$ cat config.mk
export PLATFORM = sky130hd
export DESIGN_NAME = i2c_reg_ctrl
export DESIGN_NICKNAME = d
export VERILOG_FILES = /design/src/rtl/i2c_reg_ctrl.sv
export SDC_FILE = /design/constraint.sdc
export NUM_CORES = 1
export LEC_CHECK = 0
export CAP_MARGIN = 20
export CELL_PAD_IN_SITES_DETAIL_PLACEMENT = 1
export CELL_PAD_IN_SITES_GLOBAL_PLACEMENT = 2
export CORE_AREA = 3 3 90 92
export CTS_CLUSTER_DIAMETER = 120
export DETAILED_ROUTE_END_ITERATION = 8
export DIE_AREA = 0 0 93 95
export PLACE_DENSITY = 0.79
export SYNTH_ARGS = -nofsm -noshare
export SYNTH_HDL_FRONTEND = slang
export SYNTH_SLANG_ARGS = --single-unit
$ cat constraint.sdc
create_clock -name clk -period 3.9 [get_ports clk]
set_clock_uncertainty 0.1 [all_clocks]
set_input_delay 0.975 -clock clk [delete_from_list [all_inputs] [get_ports clk]]
set_output_delay 0.975 -clock clk [all_outputs]
set_load 0.01 [all_outputs]
$ cat src/rtl/i2c_reg_ctrl.sv
// I2C slave sequencer: START/STOP decode, 7-bit address match, sub-address pointer
// and auto-incrementing byte writes/reads onto the internal config/status register file.
module i2c_reg_ctrl #(
   parameter logic [6:0]  DEV_ADDR = 7'h70,
   parameter int unsigned PTR_W    = 7,
   parameter int unsigned SYNC_STG = 2
) (
   input  logic             clk,
   input  logic             rst,
   input  logic             sda_in,
   input  logic             scl_in,
   output logic             sda_oe,
   output logic [PTR_W-1:0] reg_addr,
   output logic [7:0]       reg_wdata,
   output logic             reg_we,
   output logic             reg_re,
   input  logic [7:0]       reg_rdata,
   output logic             busy
);

   localparam int unsigned CNT_W = 4;

   typedef enum logic [3:0] {
      IDLE, DEVADDR, ACK_DEV, SUBADDR, ACK_SUB, WDATA, ACK_WR, RDATA, MACK, IGNORE
   } state_t;

   logic [SYNC_STG-1:0] scl_sync_q, sda_sync_q;
   logic                scl_h_q, sda_h_q;
   logic                scl_s, sda_s;
   logic                scl_rise, scl_fall, start_det, stop_det;

   state_t              state_q, state_d;
   logic [CNT_W-1:0]    cnt_q, cnt_d;
   logic [7:0]          shift_q, shift_d;
   logic [PTR_W-1:0]    ptr_q, ptr_d;
   logic [7:0]          wdata_q, wdata_d;
   logic                we_q, we_d, re_q, re_d;
   logic                oe_q, oe_d, busy_q, busy_d;
   logic                rw_q, rw_d;
   logic                ld_q, ld_d;
   logic                pend_q, pend_d;
   logic [7:0]          byte_in;

   // Pad synchronizers plus one history flop; reset to the idle-high bus level
   always_ff @(posedge clk or posedge rst) begin
      if (rst) begin
         scl_sync_q <= '1;
         sda_sync_q <= '1;
         scl_h_q    <= 1'b1;
         sda_h_q    <= 1'b1;
      end else begin
         scl_sync_q <= {scl_sync_q[SYNC_STG-2:0], scl_in};
         sda_sync_q <= {sda_sync_q[SYNC_STG-2:0], sda_in};
         scl_h_q    <= scl_sync_q[SYNC_STG-1];
         sda_h_q    <= sda_sync_q[SYNC_STG-1];
      end
   end

   assign scl_s     = scl_sync_q[SYNC_STG-1];
   assign sda_s     = sda_sync_q[SYNC_STG-1];
   assign scl_rise  = scl_s & ~scl_h_q;
   assign scl_fall  = ~scl_s & scl_h_q;
   assign start_det = scl_s & scl_h_q & sda_h_q & ~sda_s;
   assign stop_det  = scl_s & scl_h_q & ~sda_h_q & sda_s;
   assign byte_in   = {shift_q[6:0], sda_s};

   always_ff @(posedge clk or posedge rst) begin
      if (rst) begin
         state_q <= IDLE;
         cnt_q   <= '0;
         shift_q <= '0;
         ptr_q   <= '0;
         wdata_q <= '0;
         we_q    <= 1'b0;
         re_q    <= 1'b0;
         oe_q    <= 1'b0;
         busy_q  <= 1'b0;
         rw_q    <= 1'b0;
         ld_q    <= 1'b0;
         pend_q  <= 1'b0;
      end else begin
         state_q <= state_d;
         cnt_q   <= cnt_d;
         shift_q <= shift_d;
         ptr_q   <= ptr_d;
         wdata_q <= wdata_d;
         we_q    <= we_d;
         re_q    <= re_d;
         oe_q    <= oe_d;
         busy_q  <= busy_d;
         rw_q    <= rw_d;
         ld_q    <= ld_d;
         pend_q  <= pend_d;
      end
   end

   // In ACK states oe_q tells the two SCL falls apart: first drives the ACK, second ends it
   always_comb begin
      state_d = state_q;
      cnt_d   = cnt_q;
      shift_d = shift_q;
      ptr_d   = ptr_q;
      wdata_d = wdata_q;
      we_d    = 1'b0;
      re_d    = 1'b0;
      oe_d    = oe_q;
      busy_d  = busy_q;
      rw_d    = rw_q;
      ld_d    = re_q;
      pend_d  = pend_q;
      if (start_det) begin
         state_d = DEVADDR;
         cnt_d   = '0;
         oe_d    = 1'b0;
         ld_d    = 1'b0;
      end else if (stop_det) begin
         state_d = IDLE;
         cnt_d   = '0;
         oe_d    = 1'b0;
         busy_d  = 1'b0;
         ld_d    = 1'b0;
      end else begin
         case (state_q)
            DEVADDR: if (scl_rise) begin
               shift_d = byte_in;
               cnt_d   = CNT_W'(cnt_q + CNT_W'(1));
               if (cnt_q == CNT_W'(7)) begin
                  cnt_d = '0;
                  if (byte_in[7:1] == DEV_ADDR) begin
                     state_d = ACK_DEV;
                     busy_d  = 1'b1;
                     rw_d    = byte_in[0];
                  end else begin
                     state_d = IGNORE;
                     busy_d  = 1'b0;
                  end
               end
            end
            ACK_DEV: if (scl_fall) begin
               if (!oe_q) begin
                  oe_d = 1'b1;
               end else if (rw_q) begin
                  // Hold the ACK level until the fetched byte's MSB replaces it
                  state_d = RDATA;
                  re_d    = 1'b1;
                  pend_d  = 1'b0;
               end else begin
                  oe_d    = 1'b0;
                  state_d = SUBADDR;
               end
            end
            SUBADDR: if (scl_rise) begin
               shift_d = byte_in;
               cnt_d   = CNT_W'(cnt_q + CNT_W'(1));
               if (cnt_q == CNT_W'(7)) begin
                  cnt_d   = '0;
                  ptr_d   = PTR_W'(byte_in);
                  state_d = ACK_SUB;
               end
            end
            ACK_SUB: if (scl_fall) begin
               if (!oe_q) begin
                  oe_d = 1'b1;
               end else begin
                  oe_d    = 1'b0;
                  state_d = WDATA;
               end
            end
            WDATA: if (scl_rise) begin
               shift_d = byte_in;
               cnt_d   = CNT_W'(cnt_q + CNT_W'(1));
               if (cnt_q == CNT_W'(7)) begin
                  cnt_d   = '0;
                  we_d    = 1'b1;
                  wdata_d = byte_in;
                  state_d = ACK_WR;
               end
            end
            ACK_WR: if (scl_fall) begin
               if (!oe_q) begin
                  oe_d = 1'b1;
               end else begin
                  oe_d    = 1'b0;
                  ptr_d   = ptr_q + PTR_W'(1);
                  state_d = WDATA;
               end
            end
            RDATA: begin
               if (ld_q) begin
                  shift_d = reg_rdata;
                  cnt_d   = '0;
                  if (!pend_q) oe_d = ~reg_rdata[7];
               end else if (scl_rise) begin
                  cnt_d = CNT_W'(cnt_q + CNT_W'(1));
               end else if (scl_fall) begin
                  if (pend_q) begin
                     oe_d   = ~shift_q[7];
                     pend_d = 1'b0;
                  end else if (cnt_q == CNT_W'(8)) begin
                     oe_d    = 1'b0;
                     cnt_d   = '0;
                     state_d = MACK;
                  end else begin
                     shift_d = {shift_q[6:0], 1'b0};
                     oe_d    = ~shift_q[6];
                  end
               end
            end
            MACK: if (scl_rise) begin
               cnt_d = '0;
               if (!sda_s) begin
                  ptr_d   = ptr_q + PTR_W'(1);
                  re_d    = 1'b1;
                  pend_d  = 1'b1;
                  state_d = RDATA;
               end else begin
                  busy_d  = 1'b0;
                  state_d = IGNORE;
               end
            end
            default: ;
         endcase
      end
   end

   assign sda_oe    = oe_q;
   assign reg_addr  = ptr_q;
   assign reg_wdata = wdata_q;
   assign reg_we    = we_q;
   assign reg_re    = re_q;
   assign busy      = busy_q;

endmodule

==> flow_summary.json, run 1 <==
{
  "netlist_instances": 303,
  "finalCritPeriodShare_pct": 70.0,
  "antenna_found_initial": 0,
  "dp_slack_ns": 1.21,
  "critical_path.reg2reg.startpoint": "scl_sync_q[1]$_DFF_PP1_",
  "clk_path_buf_depth": 2,
  "crit_path_class": "flip-flop to flip-flop",
  "p_seq_share_pct": 44.0,
  "layout-drive-gt1-share_pct": 8.10,
  "wire_length_of_the_first_global_routing_pass_um": 12500,
  "run_status": "completed",
  "floorplan.initialDensity_pct": 37.0,
  "grt_max_degree": 45,
  "floorplan.die.width_um": 93,
  "layout.cells.non_filler": 420,
  "crit_path_end_kind": "flip-flop",
  "timing.critical_path.from": "scl_sync_q[1]$_DFF_PP1_",
  "power.density_nw_per_um2": 532,
  "grt_util_all_layers_pct": 18.0,
  "leakagePower_nw": 1.30,
  "endpoint": "shift_q[0]$_DFFE_PP0P_",
  "post_synth_instance_area_um2": 2700,
  "clkSlewWorstSetupHoldPaths_ns": 0.09,
  "drt-vias-per-instance": 5.49,
  "place.detailed.hpwl_um": 5170,
  "gp_congestion": 0.801,
  "wl_per_cell_um": 17.5,
  "place_area_um2": 3030,
  "detail_route.first_pass.iterations": 4,
  "path_max_fanout": 16,
  "netlist.area_leader.share_pct": 35.2,
  "clock_power_share_pct": 18.8,
  "final_design_area_no_fill_um2": 3120,
  "cts_max_level": 2,
  "drc": 0,
  "clock_tree_from_tritoncts": "built",
  "report.final.slew_viol_count": 0,
  "globalRoute.totalOverflow": 0,
  "synth_cell_count_leaders": "sky130_fd_sc_hd__nand2_1 (40), sky130_fd_sc_hd__dfrtp_1 (38), sky130_fd_sc_hd__a21oi_1 (34)",
  "yosysTopAreaCell": "sky130_fd_sc_hd__dfrtp_1",
  "chipHeight_um": 95,
  "fin_worst_hold_slack_ns": 0.264,
  "setup_tns_ns": 0,
  "setup_slack_of_the_critical_path_after_layout_ns": 1.17,
  "flop_and_latch_count_out_of_synthesis": 44,
  "timing.slew.headroom_pct": 37.5,
  "unrepaired_setup_endpoints_after_global_routing": "false",
  "tightest_slew_ns": 0.937,
  "core.rowCount": 31,
  "post-route-util_pct": 42.8,
  "clk-insertion-delay-late_ns": 0.30,
  "syn2layout_area_growth_pct": 15.5,
  "yosysMostFrequentCell": "sky130_fd_sc_hd__nand2_1",
  "post_cts.repair.setup_buffers": 0,
  "yosys_most_used_dff": "sky130_fd_sc_hd__dfrtp_1",
  "dpl.cell_count": 412,
  "setup-violations-final": 0,
  "data_arrival_critical_path_ns": 2.85,
  "hold_path_class": "flip-flop to flip-flop",
  "cts_resized": 0,
  "synthDistinctLibCells": 64,
  "cell_internal_power_uw": 976,
  "post_synth.cell_area_avg_um2": 8.91,
  "final.min_clock_period_ns": 2.73,
  "ff2ff_path_depth": 6,
  "critical_path.reg2reg.endpoint": "shift_q[0]$_DFFE_PP0P_",
  "synth_area_leaders": "sky130_fd_sc_hd__dfrtp_1 (35%), sky130_fd_sc_hd__a21oi_1 (6.3%), sky130_fd_sc_hd__dfstp_2 (5.8%)",
  "cp_slowest_cell": "sky130_fd_sc_hd__a211oi_2",
  "slowest_delay_ns": 0.74,
  "sequential_area_share_after_synthesis_pct": 41.1,
  "holdPathStages": 0,
  "r2r_setup_slack_ns": 1.17,
  "final_nets": 338,
  "area_taken_by_multi_input_logic_gates_um2": 1440,
  "layout.filler_cells": 875,
  "die_area_um2": 8840,
  "dr.first_iter.drc_count": 147,
  "synthesis.yosys.warnings": 0,
  "wl_um": 7330,
  "mappedNetlistNets": 321,
  "report.power.total_mw": 1.66,
  "cts_made_buffers": 5,
  "via_count_of_the_first_global_routing_pass": 2388,
  "achievable-frequency_ghz": 0.367,
  "total_via_count_in_the_routed_design": 2304,
  "cts_hold_repair.buffers": 0,
  "hold_viol_final": 0,
  "worstSetupStartpointType": "flip-flop",
  "comb_power_share_pct": 37.2,
  "power_switching_share_pct": 41.2,
  "worst-endpoint-required_ns": 4.02,
  "synth-async-reset-ratio_pct": 100,
  "max_cap_viol_count": 0,
  "critical_path.cell_chain": "ha_1 > a21oi_1 > or3_1 > a211oi_2 > nor2_1 > a31oi_1",
  "ff_latch_area_um2": 1110,
  "io_buffers": 30,
  "irDropWorstVdd_mv": 0.178,
  "drt.antenna.violating_nets": 0,
  "cts-root-buf": "sky130_fd_sc_hd__clkbuf_8",
  "antenna_cells_inserted": 0,
  "count_of_flip_flops_with_a_built_in_enable_after_synthesis": 0,
  "clock_sinks": 44,
  "switchingPower_uw": 684,
  "ioPinCount": 31,
  "placeable_core_region_um2": 7290
}
-- worst min path at each step --
stage | startpoint | to | slack, ns
floorplan | scl_sync_q[0]$_DFF_PP1_ | scl_sync_q[1]$_DFF_PP1_ | 0.25
global placement | scl_sync_q[0]$_DFF_PP1_ | scl_sync_q[1]$_DFF_PP1_ | 0.25
detailed placement | sda_sync_q[0]$_DFF_PP1_ | sda_sync_q[1]$_DFF_PP1_ | 0.25
CTS | scl_sync_q[0]$_DFF_PP1_ | scl_sync_q[1]$_DFF_PP1_ | 0.27
global route | scl_sync_q[0]$_DFF_PP1_ | scl_sync_q[1]$_DFF_PP1_ | 0.27
finish | sda_sync_q[0]$_DFF_PP1_ | sda_sync_q[1]$_DFF_PP1_ | 0.26
-- worst max-delay path, delay by kind of cell (launching register included) --
kind / cells / cell delay [ns]
compound gates: 3 / 1.01
flops: 1 / 0.57
fa+ha+maj: 1 / 0.48
simple gates: 2 / 0.49
-- layer usage --
metal	part of all wire (%)	vias to the layer above	GRT usage [%]
li1	-	1119	-
met1	48	1137	25.4
met2	47	40	28.7
met3	3.5	8	2.55
met4	1.4	0	5.37
met5	0	-	0
-- final cells by class --
| cell class | instances | area share, % |
|---|---|---|
| well taps | 99 | 3.97 |
| multi-input cells | 226 | 46.2 |
| clock buffers | 7 | 2.77 |
| repair buffers | 31 | 9.87 |
| clock inverters | 1 | 0.241 |
| inverters | 12 | 1.44 |
| flip-flops and latches | 44 | 35.5 |
-- cell families after synthesis --
kind of cell             count (synthesis)  synth area share [%]
multiplexers                            10                  3.75
AO/OA/AOI/OAI                           81                  20.3
adder cells (fa/ha/maj)                  6                  2.78
buffers and inverters                   33                  5.61
AND/OR/NAND/NOR                        128                  26.1
XOR/XNOR                                 1                 0.324
flip-flops                              44                  41.1
-- placed cells by master, fill, tap and decap left out, types with 3 or more instances in the layout --
cell type	synthesis	final
sky130_fd_sc_hd__a211oi_1	5	5
sky130_fd_sc_hd__a21oi_1	34	34
sky130_fd_sc_hd__and3_1	5	5
sky130_fd_sc_hd__and3b_1	3	3
sky130_fd_sc_hd__clkbuf_8	0	6
sky130_fd_sc_hd__clkdlybuf4s50_1	0	30
sky130_fd_sc_hd__dfrtp_1	38	38
sky130_fd_sc_hd__dfstp_2	6	6
sky130_fd_sc_hd__ha_1	6	6
sky130_fd_sc_hd__inv_1	12	11
sky130_fd_sc_hd__mux2i_1	9	9
sky130_fd_sc_hd__nand2_1	40	40
sky130_fd_sc_hd__nand2b_1	9	9
sky130_fd_sc_hd__nand3_1	13	13
sky130_fd_sc_hd__nand3b_1	3	3
sky130_fd_sc_hd__nor2_1	21	21
sky130_fd_sc_hd__nor2b_1	3	3
sky130_fd_sc_hd__nor3_1	3	3
sky130_fd_sc_hd__nor3b_1	7	7
sky130_fd_sc_hd__o21ai_0	11	11
sky130_fd_sc_hd__o22ai_1	3	3
-- power by group through the flow --
stage	clock network, mW	registers (mW)	logic [mW]
4_1_cts	0.321	0.731	0.624
2_1_floorplan	0	0.639	0.527
3_3_place_gp	0	0.736	0.610
5_1_grt	0.342	0.762	0.695
3_5_place_dp	0	0.741	0.621
6_report	0.312	0.730	0.618
-- flip-flops by register name (all words and copies together) (netlist names), 2 cells and up --
register and flops:
reg_wdata 8, shift_q 8, reg_addr 7, cnt_q 4, state_q 4, scl_sync_q 2, sda_sync_q 2
Power figures use the tool's default switching activity.
==> run 2, diff against run 1 <==
CORE_AREA = 3 3 92 94   (was 3 3 90 92)
DIE_AREA = 0 0 95 97   (was 0 0 93 95)
PLACE_DENSITY = 0.75   (was 0.79)
clock period = 2.6 ns   (was 3.9 ns; I/O delays follow)
==> flow_summary.json, run 2 (synthesis results as in run 1) <==
{
  "dr.first_iter.drc_count": 123,
  "irDropWorstVdd_mv": 0.288,
  "fin_worst_hold_slack_ns": 0.249,
  "syn2layout_area_growth_pct": 23.8,
  "crit_path_class": "flip-flop to flip-flop",
  "floorplan.die.width_um": 95,
  "slowest_delay_ns": 0.57,
  "mostFrequentLayoutCell": "sky130_fd_sc_hd__nand2_1",
  "clock_tree_from_tritoncts": "built",
  "setup_tns_ns": 0,
  "core.rowCount": 32,
  "clock_sinks": 44,
  "tightest_slew_ns": 0.647,
  "place.detailed.hpwl_um": 5970,
  "place_area_um2": 3200,
  "cts_made_buffers": 5,
  "via_count_of_the_first_global_routing_pass": 2524,
  "critical_path.reg2reg.startpoint": "scl_sync_q[1]$_DFF_PP1_",
  "timing.slew.headroom_pct": 56.7,
  "grt_max_degree": 23,
  "achievable-frequency_ghz": 0.425,
  "finalCritPeriodShare_pct": 90.5,
  "wire_length_of_the_first_global_routing_pass_um": 13700,
  "antenna_found_initial": 0,
  "clkSlewWorstSetupHoldPaths_ns": 0.10,
  "crit_path_end_kind": "flip-flop",
  "setup-violations-final": 0,
  "wl_um": 8010,
  "power.density_nw_per_um2": 828,
  "gp_congestion": 0.881,
  "grt_util_all_layers_pct": 18.7,
  "final_design_area_no_fill_um2": 3340,
  "chipHeight_um": 97,
  "worst-endpoint-required_ns": 2.74,
  "cts_hold_repair.buffers": 0,
  "report.final.slew_viol_count": 0,
  "placeable_core_region_um2": 7730,
  "critical_path.reg2reg.endpoint": "reg_addr[3]$_DFFE_PP0P_",
  "floorplan.initialDensity_pct": 34.9,
  "path_max_fanout": 12,
  "cts_resized": 0,
  "drt.antenna.violating_nets": 0,
  "critical_path.cell_chain": "ha_1 > buf_4 > nor4bb_1 > o21ai_0 > a211oi_4 > buf_4 > a21oi_1 > a21oi_1",
  "leakagePower_nw": 1.43,
  "cts-root-buf": "sky130_fd_sc_hd__clkbuf_8",
  "drt-vias-per-instance": 5.46,
  "cts_max_level": 2,
  "cp_slowest_cell": "sky130_fd_sc_hd__dfstp_2",
  "timing.critical_path.from": "scl_sync_q[1]$_DFF_PP1_",
  "layout_common_cells": "sky130_fd_sc_hd__nand2_1 (40), sky130_fd_sc_hd__dfrtp_1 (38), sky130_fd_sc_hd__a21oi_1 (34)",
  "die_area_um2": 9220,
  "hold_viol_final": 0,
  "ff2ff_path_depth": 8,
  "final_nets": 359,
  "worstSetupStartpointType": "flip-flop",
  "io_buffers": 30,
  "post_cts.repair.setup_buffers": 0,
  "unrepaired_setup_endpoints_after_global_routing": "false",
  "max_cap_viol_count": 0,
  "endpoint": "reg_addr[3]$_DFFE_PP0P_",
  "wl_per_cell_um": 18.0,
  "data_arrival_critical_path_ns": 2.49,
  "antenna_cells_inserted": 0,
  "ioPinCount": 31,
  "detail_route.first_pass.iterations": 4,
  "clk_path_buf_depth": 2,
  "run_status": "completed",
  "total_via_count_in_the_routed_design": 2423,
  "r2r_setup_slack_ns": 0.25,
  "globalRoute.totalOverflow": 0,
  "clk-insertion-delay-late_ns": 0.31,
  "hold_path_class": "flip-flop to flip-flop",
  "drc": 0,
  "final.min_clock_period_ns": 2.35,
  "layout-drive-gt1-share_pct": 14.3
}
-- run 2: cell types whose count changed in the layout (fill, tap and decap cells not counted), sizes merged --
cell      change
buf          +21
bufinv        +1
clkbuf        -1
clkinv        +1
clkinvlp      -1
-- run 2: area by class of cell --
type / count / area [µm²]
timing repair buffer: 52 / 478
sequential: 44 / 1110
fill: 902 / 4390
multi-input combinational: 226 / 1460
tap: 102 / 128
clock inverter: 2 / 38.8
clock buffer: 6 / 82.6
inverter: 12 / 45.0
-- run 2: critical path: cells and delay by family (launching register included) --
family | cells | cell delay, ns
compound gates | 4 | 0.69
fa+ha+maj | 1 | 0.24
buf+inv | 2 | 0.43
flops | 1 | 0.57
simple gates | 1 | 0.27
-- run 2: power by group --
part           internal [mW]  switching [mW]
Combinational          0.523           0.615
Clock                  0.315           0.277
Sequential             0.822           0.213
-- run 2: how the worst min path moves through the flow --
stage                     depth (start not counted)                       to  slack (ns)                    start
after floorplan                                   0  scl_sync_q[1]$_DFF_PP1_        0.25  scl_sync_q[0]$_DFF_PP1_
after global placement                            0  sda_sync_q[1]$_DFF_PP1_        0.25  sda_sync_q[0]$_DFF_PP1_
after detailed placement                          0  scl_sync_q[1]$_DFF_PP1_        0.25  scl_sync_q[0]$_DFF_PP1_
after CTS                                         0  sda_sync_q[1]$_DFF_PP1_        0.25  sda_sync_q[0]$_DFF_PP1_
after global routing                              0  sda_sync_q[1]$_DFF_PP1_        0.26  sda_sync_q[0]$_DFF_PP1_
final                                             0  sda_sync_q[1]$_DFF_PP1_        0.25  sda_sync_q[0]$_DFF_PP1_
-- run 2: per-layer routing --
layer / share of wire [%] / track usage [%] / wire length (µm)
met1: 48 / 26.7 / 3860
met4: 0.55 / 3.00 / 44
met5: 0 / 0 / 0
met2: 49 / 30.2 / 3940
met3: 2.1 / 2.88 / 166
-- run 2: per-stage QoR --
step	cells	power, mW	worst slack (ns)	utilization, %
after global routing	444	2.97	0.00253	43.2
after CTS	444	2.78	0.137	43.0
final	444	2.77	0.246	43.2
after floorplan	303	1.75	0.478	-
after detailed placement	436	2.18	0.165	41.4
after global placement	436	2.15	0.270	41.4
